==> src/rtl/match_scan_unit.sv <==
// Multi-cycle bit-granular pattern matcher for MATCH-family instructions.
// Scans LANES offsets per cycle; returns the first-match index, the last-match index or the match count.
module match_scan_unit #(
  parameter int unsigned DATA_W = 32,
  parameter int unsigned PAT_W  = 8,
  parameter int unsigned LANES  = 4
) (
  input  logic              clk,
  input  logic              resetn,
  input  logic              req_valid,
  output logic              req_ready,
  input  logic [1:0]        req_mode,
  input  logic [DATA_W-1:0] rs_data,
  input  logic [DATA_W-1:0] rt_data,
  input  logic              cancel,
  output logic              resp_valid,
  input  logic              resp_ready,
  output logic [31:0]       match_result
);

  localparam int unsigned NPOS    = DATA_W - PAT_W + 1;
  localparam int unsigned NCHUNK  = (NPOS + LANES - 1) / LANES;
  localparam int unsigned CHUNK_W = (NCHUNK > 1) ? $clog2(NCHUNK) : 1;
  localparam int unsigned CNT_W   = $clog2(NPOS + 1);

  localparam logic [1:0] ModeLast  = 2'b01;
  localparam logic [1:0] ModeCount = 2'b10;

  typedef enum logic [1:0] {StIdle, StScan, StDone} state_e;

  state_e              state_q, state_d;
  logic [PAT_W-1:0]    pat_q, pat_d;
  logic [DATA_W-1:0]   rt_q, rt_d;
  logic [1:0]          mode_q, mode_d;
  logic [CHUNK_W-1:0]  chunk_q, chunk_d;
  logic                found_q, found_d;
  logic [31:0]         best_q, best_d;
  logic [CNT_W-1:0]    cnt_q, cnt_d;
  logic [31:0]         result_q, result_d;

  logic [31:0]         base;
  logic [LANES-1:0]    hits;
  logic [31:0]         first_off;
  logic [31:0]         last_off;
  logic [CNT_W-1:0]    hit_cnt;
  logic                last_chunk;

  function automatic logic window_match(input logic [DATA_W-1:0] w,
                                        input logic [PAT_W-1:0]  pat,
                                        input logic [31:0]       p);
    logic [DATA_W-1:0] s;
    s = w >> p;
    return s[PAT_W-1:0] == pat;
  endfunction

  // Per-chunk lane compare; lanes past the last valid offset are masked.
  always_comb begin
    base      = 32'(chunk_q) * 32'(LANES);
    hits      = '0;
    hit_cnt   = '0;
    first_off = '0;
    last_off  = '0;
    for (int l = 0; l < int'(LANES); l++) begin
      if (base + 32'(l) < 32'(NPOS)) begin
        hits[l] = window_match(rt_q, pat_q, base + 32'(l));
      end
    end
    for (int l = 0; l < int'(LANES); l++) begin
      if (hits[l]) begin
        last_off = base + 32'(l);
        hit_cnt  = hit_cnt + CNT_W'(1);
      end
    end
    for (int l = int'(LANES) - 1; l >= 0; l--) begin
      if (hits[l]) first_off = base + 32'(l);
    end
    last_chunk = (32'(chunk_q) == 32'(NCHUNK - 1));
  end

  always_comb begin
    state_d  = state_q;
    pat_d    = pat_q;
    rt_d     = rt_q;
    mode_d   = mode_q;
    chunk_d  = chunk_q;
    found_d  = found_q;
    best_d   = best_q;
    cnt_d    = cnt_q;
    result_d = result_q;
    unique case (state_q)
      StIdle: begin
        if (req_valid && !cancel) begin
          pat_d   = rs_data[PAT_W-1:0];
          rt_d    = rt_data;
          mode_d  = req_mode;
          chunk_d = '0;
          found_d = 1'b0;
          best_d  = '0;
          cnt_d   = '0;
          state_d = StScan;
        end
      end
      StScan: begin
        chunk_d = chunk_q + CHUNK_W'(1);
        case (mode_q)
          ModeLast: begin
            if (|hits) begin
              found_d = 1'b1;
              best_d  = last_off;
            end
            if (last_chunk) begin
              result_d = found_d ? best_d : '1;
              state_d  = StDone;
            end
          end
          ModeCount: begin
            cnt_d = cnt_q + hit_cnt;
            if (last_chunk) begin
              result_d = 32'(cnt_d);
              state_d  = StDone;
            end
          end
          default: begin
            // FIRST (and mode 11) exits on the earliest hit.
            if (|hits) begin
              result_d = first_off;
              state_d  = StDone;
            end else if (last_chunk) begin
              result_d = '1;
              state_d  = StDone;
            end
          end
        endcase
      end
      StDone: begin
        if (resp_ready) state_d = StIdle;
      end
      default: state_d = StIdle;
    endcase
    if (cancel) state_d = StIdle;
  end

  always_ff @(posedge clk) begin
    if (!resetn) begin
      state_q  <= StIdle;
      pat_q    <= '0;
      rt_q     <= '0;
      mode_q   <= '0;
      chunk_q  <= '0;
      found_q  <= 1'b0;
      best_q   <= '0;
      cnt_q    <= '0;
      result_q <= '0;
    end else begin
      state_q  <= state_d;
      pat_q    <= pat_d;
      rt_q     <= rt_d;
      mode_q   <= mode_d;
      chunk_q  <= chunk_d;
      found_q  <= found_d;
      best_q   <= best_d;
      cnt_q    <= cnt_d;
      result_q <= result_d;
    end
  end

  assign req_ready    = (state_q == StIdle);
  assign resp_valid   = (state_q == StDone);
  assign match_result = result_q;

endmodule
==> config.mk <==
export PLATFORM = sky130hd
export DESIGN_NAME = match_scan_unit
export DESIGN_NICKNAME = d
export VERILOG_FILES = /design/src/rtl/match_scan_unit.sv
export SDC_FILE = /design/constraint.sdc
export NUM_CORES = 1
export LEC_CHECK = 0
export CAP_MARGIN = 40
export CORE_MARGIN = 2
export CORE_UTILIZATION = 54
export CTS_CLUSTER_SIZE = 24
export DETAILED_ROUTE_END_ITERATION = 8
export PLACE_DENSITY = 0.87
export SLEW_MARGIN = 5
export SYNTH_ARGS = -nofsm -noshare
export SYNTH_HDL_FRONTEND = slang
export SYNTH_SLANG_ARGS = --single-unit
==> constraint.sdc <==
create_clock -name clk -period 6.4 [get_ports clk]
set_clock_uncertainty 0.2 [all_clocks]
set_input_delay 0.96 -clock clk [delete_from_list [all_inputs] [get_ports clk]]
set_output_delay 0.96 -clock clk [all_outputs]
set_load 0.02 [all_outputs]
=== Yosys cells after proc, flatten, opt, wreduce, memory -nomap -nowiden ===
Cells that the tools add are included.

* Register bits after elaboration: 117
* Word-level logic and storage cells: 98
* Bits in latches: 0
* Input port bits: 71
* Output and inout port bits: 34
* Bits in read-only memories: 0
* Memories kept: 0
* RAM bits: 0

* Shifts and indexed selects: 4
* Bitwise gates (word level): 1
* Div/mod/pow operators: 0
* $mul: 0
* Muxes and demuxes: 43
* Equality and inequality tests: 15
* Add/subtract/negate cells: 8
* Reductions and logical operators: 14
* $lt $le $gt $ge: 4

{| class="wikitable"
|+ Operator list
! kind !! count
|-
| $mux 32 || 14
|-
| $pmux 32 s2 || 2
|-
| $lt 32x5->1 const B || 3
|-
| $shr 32x32->8 || 3
|-
| $eq 8x8->1 || 4
|-
| $shr 32x5->8 || 1
|-
| $mux 5 || 6
|-
| $add 5x1->5 const B || 3
|-
| $add 5x2->6 const B || 2
|-
| $mux 1 || 10
|-
| $mux 2 || 5
|-
| $pmux 5 s2 || 1
|-
| $ne 2x2->1 const B || 4
|-
| $add 5x1->6 const B || 1
|-
| $mux 6 || 1
|-
| $pmux 2 s3 || 1
|-
| $pmux 3 s2 || 1
|-
| $reduce_and 2->1 || 3
|-
| $reduce_and 3->1 || 2
|-
| $add 5x5->5 || 1
|-
| $lt 5x5->1 const B || 1
|-
| $eq 2x1->1 const B || 2
|-
| $eq 2x2->1 const B || 2
|-
| $ne 2x1->1 const B || 2
|-
| other kinds (12) || 14
|}

=== Depth between registers and ports, before layout ===
* Depth after elaboration: 13
* Gate-level depth with buffers: 22
* Gate-level depth less buffers: 19

=== Worst setup path before layout ===
No wires, ideal clock.

* Path type: reg2reg
* Start point: reg chunk_q[1]
* End point: reg result_q[2], in the netlist match_result[2]
* Path slack: 1772 ps
* Data required time: 6075 ps
* Clock period less this slack: 4628 ps
* Buffers on the path: 3
* Cell stages (with the launch flop): 21
* Arrival: 4303 ps
* Library setup time: 125 ps
* Cells stage by stage: dfxtp_1 > buf_6 > buf_2 > buf_1 > mux4_2 > mux2i_1 > xor2_1 > o2111ai_1 > or3_1 > inv_1 > ha_1 > xnor2_1 > ha_1 > nand2_1 > and2_1 > fa_1 > xnor2_1 > a21oi_1 > inv_1 > o211ai_1 > a31oi_1

* Longest elaborated chain between the ends: 13
* Elaborated cells between the ends (all ways): 50
* Those cells by class: 7 x add/sub; 4 x order compare; 7 x eq/ne; 4 x shift; 25 x mux; 3 x reduce/logical

{| class="wikitable"
|+ RTL lines
! what !! RTL line !! source
|-
| start: declaration || 35 || <nowiki>logic [CHUNK_W-1:0] chunk_q, chunk_d;</nowiki>
|-
| start signal: assignment || 159 || <nowiki>chunk_q <= chunk_d;</nowiki>
|-
| $shr 32x5->8 || 52 || <nowiki>s = w >> p;</nowiki>
|-
| $eq 8x8->1 || 53 || <nowiki>return s[PAT_W-1:0] == pat;</nowiki>
|-
| $mux 1 || 64 || <nowiki>if (base + 32'(l) < 32'(NPOS)) begin</nowiki>
|-
| $mux 1 || 69 || <nowiki>if (hits[l]) begin</nowiki>
|-
| $add 5x1->5 || 71 || <nowiki>hit_cnt = hit_cnt + CNT_W'(1);</nowiki>
|-
| $mux 5 || 69 ||
|-
| $add 5x1->5 || 71 ||
|-
| $mux 5 || 69 ||
|-
| $add 5x1->5 || 71 ||
|-
| $mux 5 || 69 ||
|-
| $add 5x5->5 || 117 || <nowiki>cnt_d = cnt_q + hit_cnt;</nowiki>
|-
| $mux 32 || 118 || <nowiki>if (last_chunk) begin</nowiki>
|-
| $pmux 32 s2 || 105 || <nowiki>case (mode_q)</nowiki>
|-
| end signal: assignment || 163 || <nowiki>result_q <= result_d;</nowiki>
|-
| end: declaration || 39 || <nowiki>logic [31:0] result_q, result_d;</nowiki>
|}

Several ways; a longest one is shown, not always the timed one. The select of a mux whose other input is x is not followed.
A chain may end at the register's enable or synchronous reset.

=== Worst setup path after layout ===
* Start point: reg chunk_q[2]
* End point: reg result_q[2], in the netlist match_result[2]

The elaborated chain is that of the path after synthesis.

==> flow_metrics.tcl <==
set metrics [dict create \
    hold_path_depth 2 \
    grt_pass1_vias 5531 \
    cts-root-buf "clkbuf_16" \
    r2r-start "chunk_q[2]" \
    gp_congestion 0.881 \
    relSlewSlack_pct 40.3 \
    vias_per_cell 6.10 \
    path_cells "nor2b_1 -> a22oi_1 -> and3_1 -> o221ai_1 -> or4_1 -> nand2_1 -> o21ai_0 -> ha_1 -> nand2_1 -> and2_1 -> fa_1 -> xnor2_1 -> a21oi_1 -> inv_1 -> o211ai_1 -> a31oi_1" \
    cp.required_ns 6.50 \
    postSynthCellCount 708 \
    cp-start-kind "register" \
    syn_area_sq_mm 0.00613 \
    ys_ff_latch 117 \
    post_cts_buffers 0 \
    io_pins 105 \
    grt_max_degree 117 \
    finalHoldViolCount 0 \
    slowest_stage "dfxtp_1" \
    numPortBuffers 80 \
    maxCapViolCount 0 \
    holdBufCountCts 0 \
    min_path_type "register to register" \
    fin_setup_tns_ns 0 \
    rsz0062_at_grt "false" \
    cp_num_cells 16 \
    grt_pass1_wl_um 26400 \
    clkLatencyLatePin_ns 0.42 \
    initial_core_util_pct 56.0 \
    drtAntennaViolNets 0 \
    p_per_area_mw_per_mm2 286 \
    cts_buffers 17 \
    dr.pass1.iters 5 \
    clk_pin_slew_ns 0.06 \
    worstPathMaxFanout 18 \
    cts_resized 0 \
    layout.nets 842 \
    peakVddDrop_mv 0.165 \
    synth_top_area_cell "dfxtp_1" \
    fmax_mhz 185 \
    synth_top_cell_area_share_pct 38.2 \
    route.met2.wl_um 7410 \
    drc 0 \
    fp.dieH_um 111 \
    place_inst 878 \
    design.core.area_sq_mm 0.0109 \
    grtUsageTotal_pct 26.1 \
    cp.arrival_ns 5.50 \
    grt_overflow 0 \
    startpoint "chunk_q[2]" \
    drive_gt1_share_pct 8.57 \
    fp-row-count 38 \
    maxSlewViolCount 0 \
    antenna_cells 0 \
    tightest_slew_ns 0.895 \
    synth_edf_count 0 \
    syn_area_per_cell_sq_um 8.66 \
    clock_path_buffers 2 \
    vias 5552 \
    period_share_pct 84.4 \
    wl_met1_um 6760 \
    yosysUniqueCellTypes 62 \
    outcome "complete, no violations" \
    worstSetupEndpointType "register" \
    ys.flop_type "dfxtp_1" \
    path_class "register to register" \
    ys_seq_area_share_pct 38.2 \
    cpLargestDelayFamily "simple AND/OR/NAND/NOR gates" \
    htree_levels 4 \
    drt_iter0_markers 350 \
    cpPeakStageDelay_ns 0.83 \
    crit_top_cell "nand2_1" \
    period_minus_slack_ns 5.40 \
    tritoncts "yes" \
    syn2layout_area_growth_pct 22.3 \
    async_flop_share_pct 0 \
    cts_sinks 117 \
    finalSetupViolCount 0 \
    die_x_um 111 \
    synth_area_leaders "dfxtp_1, nand2_1, o21ai_0, a21boi_0, and3_1" \
    wire_per_inst_um 17.4 \
    worst_r2r_path_depth 16 \
    r2r_end "match_result[2]" \
    p_total_mw 2.15 \
    p_leak_nw 2.79 \
    reg2reg_slack_ns 1.00 \
    synth_warnings 0 \
    die_area_sq_mm 0.0122 \
    topRoutingLayerUsed "met4" \
    drt-total-wl_um 15800 \
    setup.worst_path.end "match_result[2]" \
    critPathBufInv 1 \
    wl_met3_um 1220 \
    synth_nets 793 \
    antenna_found_initial 0 \
    hpwl_um 10300 \
    instances_no_fill 910 \
]
layout by cell type, fill, tap and decap left out, drive strengths merged, types with 5 or more instances in the layout:
cell type      Yosys  routed
a21boi            44      44
a21oi             45      45
a22oi             11      11
a31oi             10      10
and2               7       7
and3              36      36
buf               21       9
clkbuf            37      17
clkdlybuf4s50      0      79
dfxtp            117     117
ha                13      13
inv               17      27
mux2i             21      21
mux4               9       9
nand2            105     105
nand3              7       7
nand3b             6       6
nor2               8       8
nor2b             14      14
nor3               9       9
nor4               5       5
o211ai             8       8
o21ai             76      76
xnor2             12      12
xor2              11      11
cell type report:
cell class	instances	area, sq um
timing repair buffer	88	867
inverter	17	63.8
clock inverter	15	179
fill	838	3440
clock buffer	17	425
tap	140	175
multi-input combinational	516	3440
sequential	117	2340
worst min-delay path, delay by kind of cell (launching register included):
family,cells,cell delay [ns]
compound gates,1,0.07
flops,1,0.31
simple gates,1,0.04
per-stage QoR:
step	worst slack, ns	utilization, %	area [sq um]	hold slack [ns]
floorplan	1.77	-	6130	0.241
global placement	1.30	62.8	6860	0.259
detailed placement	1.19	63.0	6890	0.261
CTS	1.15	68.5	7490	0.274
global route	0.680	68.5	7490	0.288
finish	1.00	68.5	7490	0.270
synth_stat cells, drive strengths merged, types with 3 or more instances:
master  count
a21oi      45
o211ai      8
nand2b      4
o21ai      76
nor3        9
a22oi      11
nor2b      14
a32oi       3
o21a        3
nand3       7
or3         4
nor4        5
a211oi      3
o22ai       4
clkbuf     37
o211a       4
a41o        4
mux2i      21
mux2        4
xnor2      12
and3       36
inv        17
a21boi     44
nand3b      6
a31oi      10
xor2       11
nand2     105
dfxtp     117
and2        7
mux4        9
buf        21
nor2        8
a22o        4
ha         13
a21o        3
how the worst min path moves through the flow:
stage / start / endpoint / slack (ns)
after floorplan: rt_q[0] / rt_q[0] / 0.24
after global placement: rt_q[7] / rt_q[7] / 0.26
after detailed placement: best_q[31] / best_q[31] / 0.26
after CTS: match_result[0] / match_result[0] / 0.27
after global routing: best_q[14] / best_q[14] / 0.29
final: rt_q[7] / rt_q[7] / 0.27
metal layers:
layer  vias to the layer above  track usage (%)
met5                         -                0
met4                         0             12.1
met3                        50             6.92
met2                       241             41.6
met1                      2622             33.0
li1                       2639                -
state kept, by name, summed over array words and instances, names as in the netlist:
| signal | flops |
|---|---|
| chunk_q | 3 |
| match_result | 32 |
| cnt_q | 5 |
| mode_q | 2 |
| pat_q | 8 |
| found_q | 1 |
| rt_q | 32 |
| state_q | 2 |
| best_q | 32 |
where the power goes:
part           total (mW)  internal (mW)  switching, mW
Sequential          0.789          0.761         0.0284
Combinational       0.393          0.163          0.230
Clock               0.964          0.560          0.405
kinds of logic (layout without fill, tap and decap cells):
| logic type | after synthesis | count (layout) | synth area share [%] |
|---|---|---|---|
| AOI/OAI and AO/OA | 232 | 232 | 24.4 |
| xor gates and xnor gates | 23 | 23 | 3.29 |
| adders and majority gates | 14 | 14 | 2.98 |
| buffers and inverters | 75 | 137 | 5.74 |
| DFF | 117 | 117 | 38.2 |
| muxes | 34 | 34 | 7.47 |
| other | 1 | 1 | 0.0612 |
| and+or+nand+nor | 212 | 212 | 17.9 |
Power figures use the tool's default switching activity.
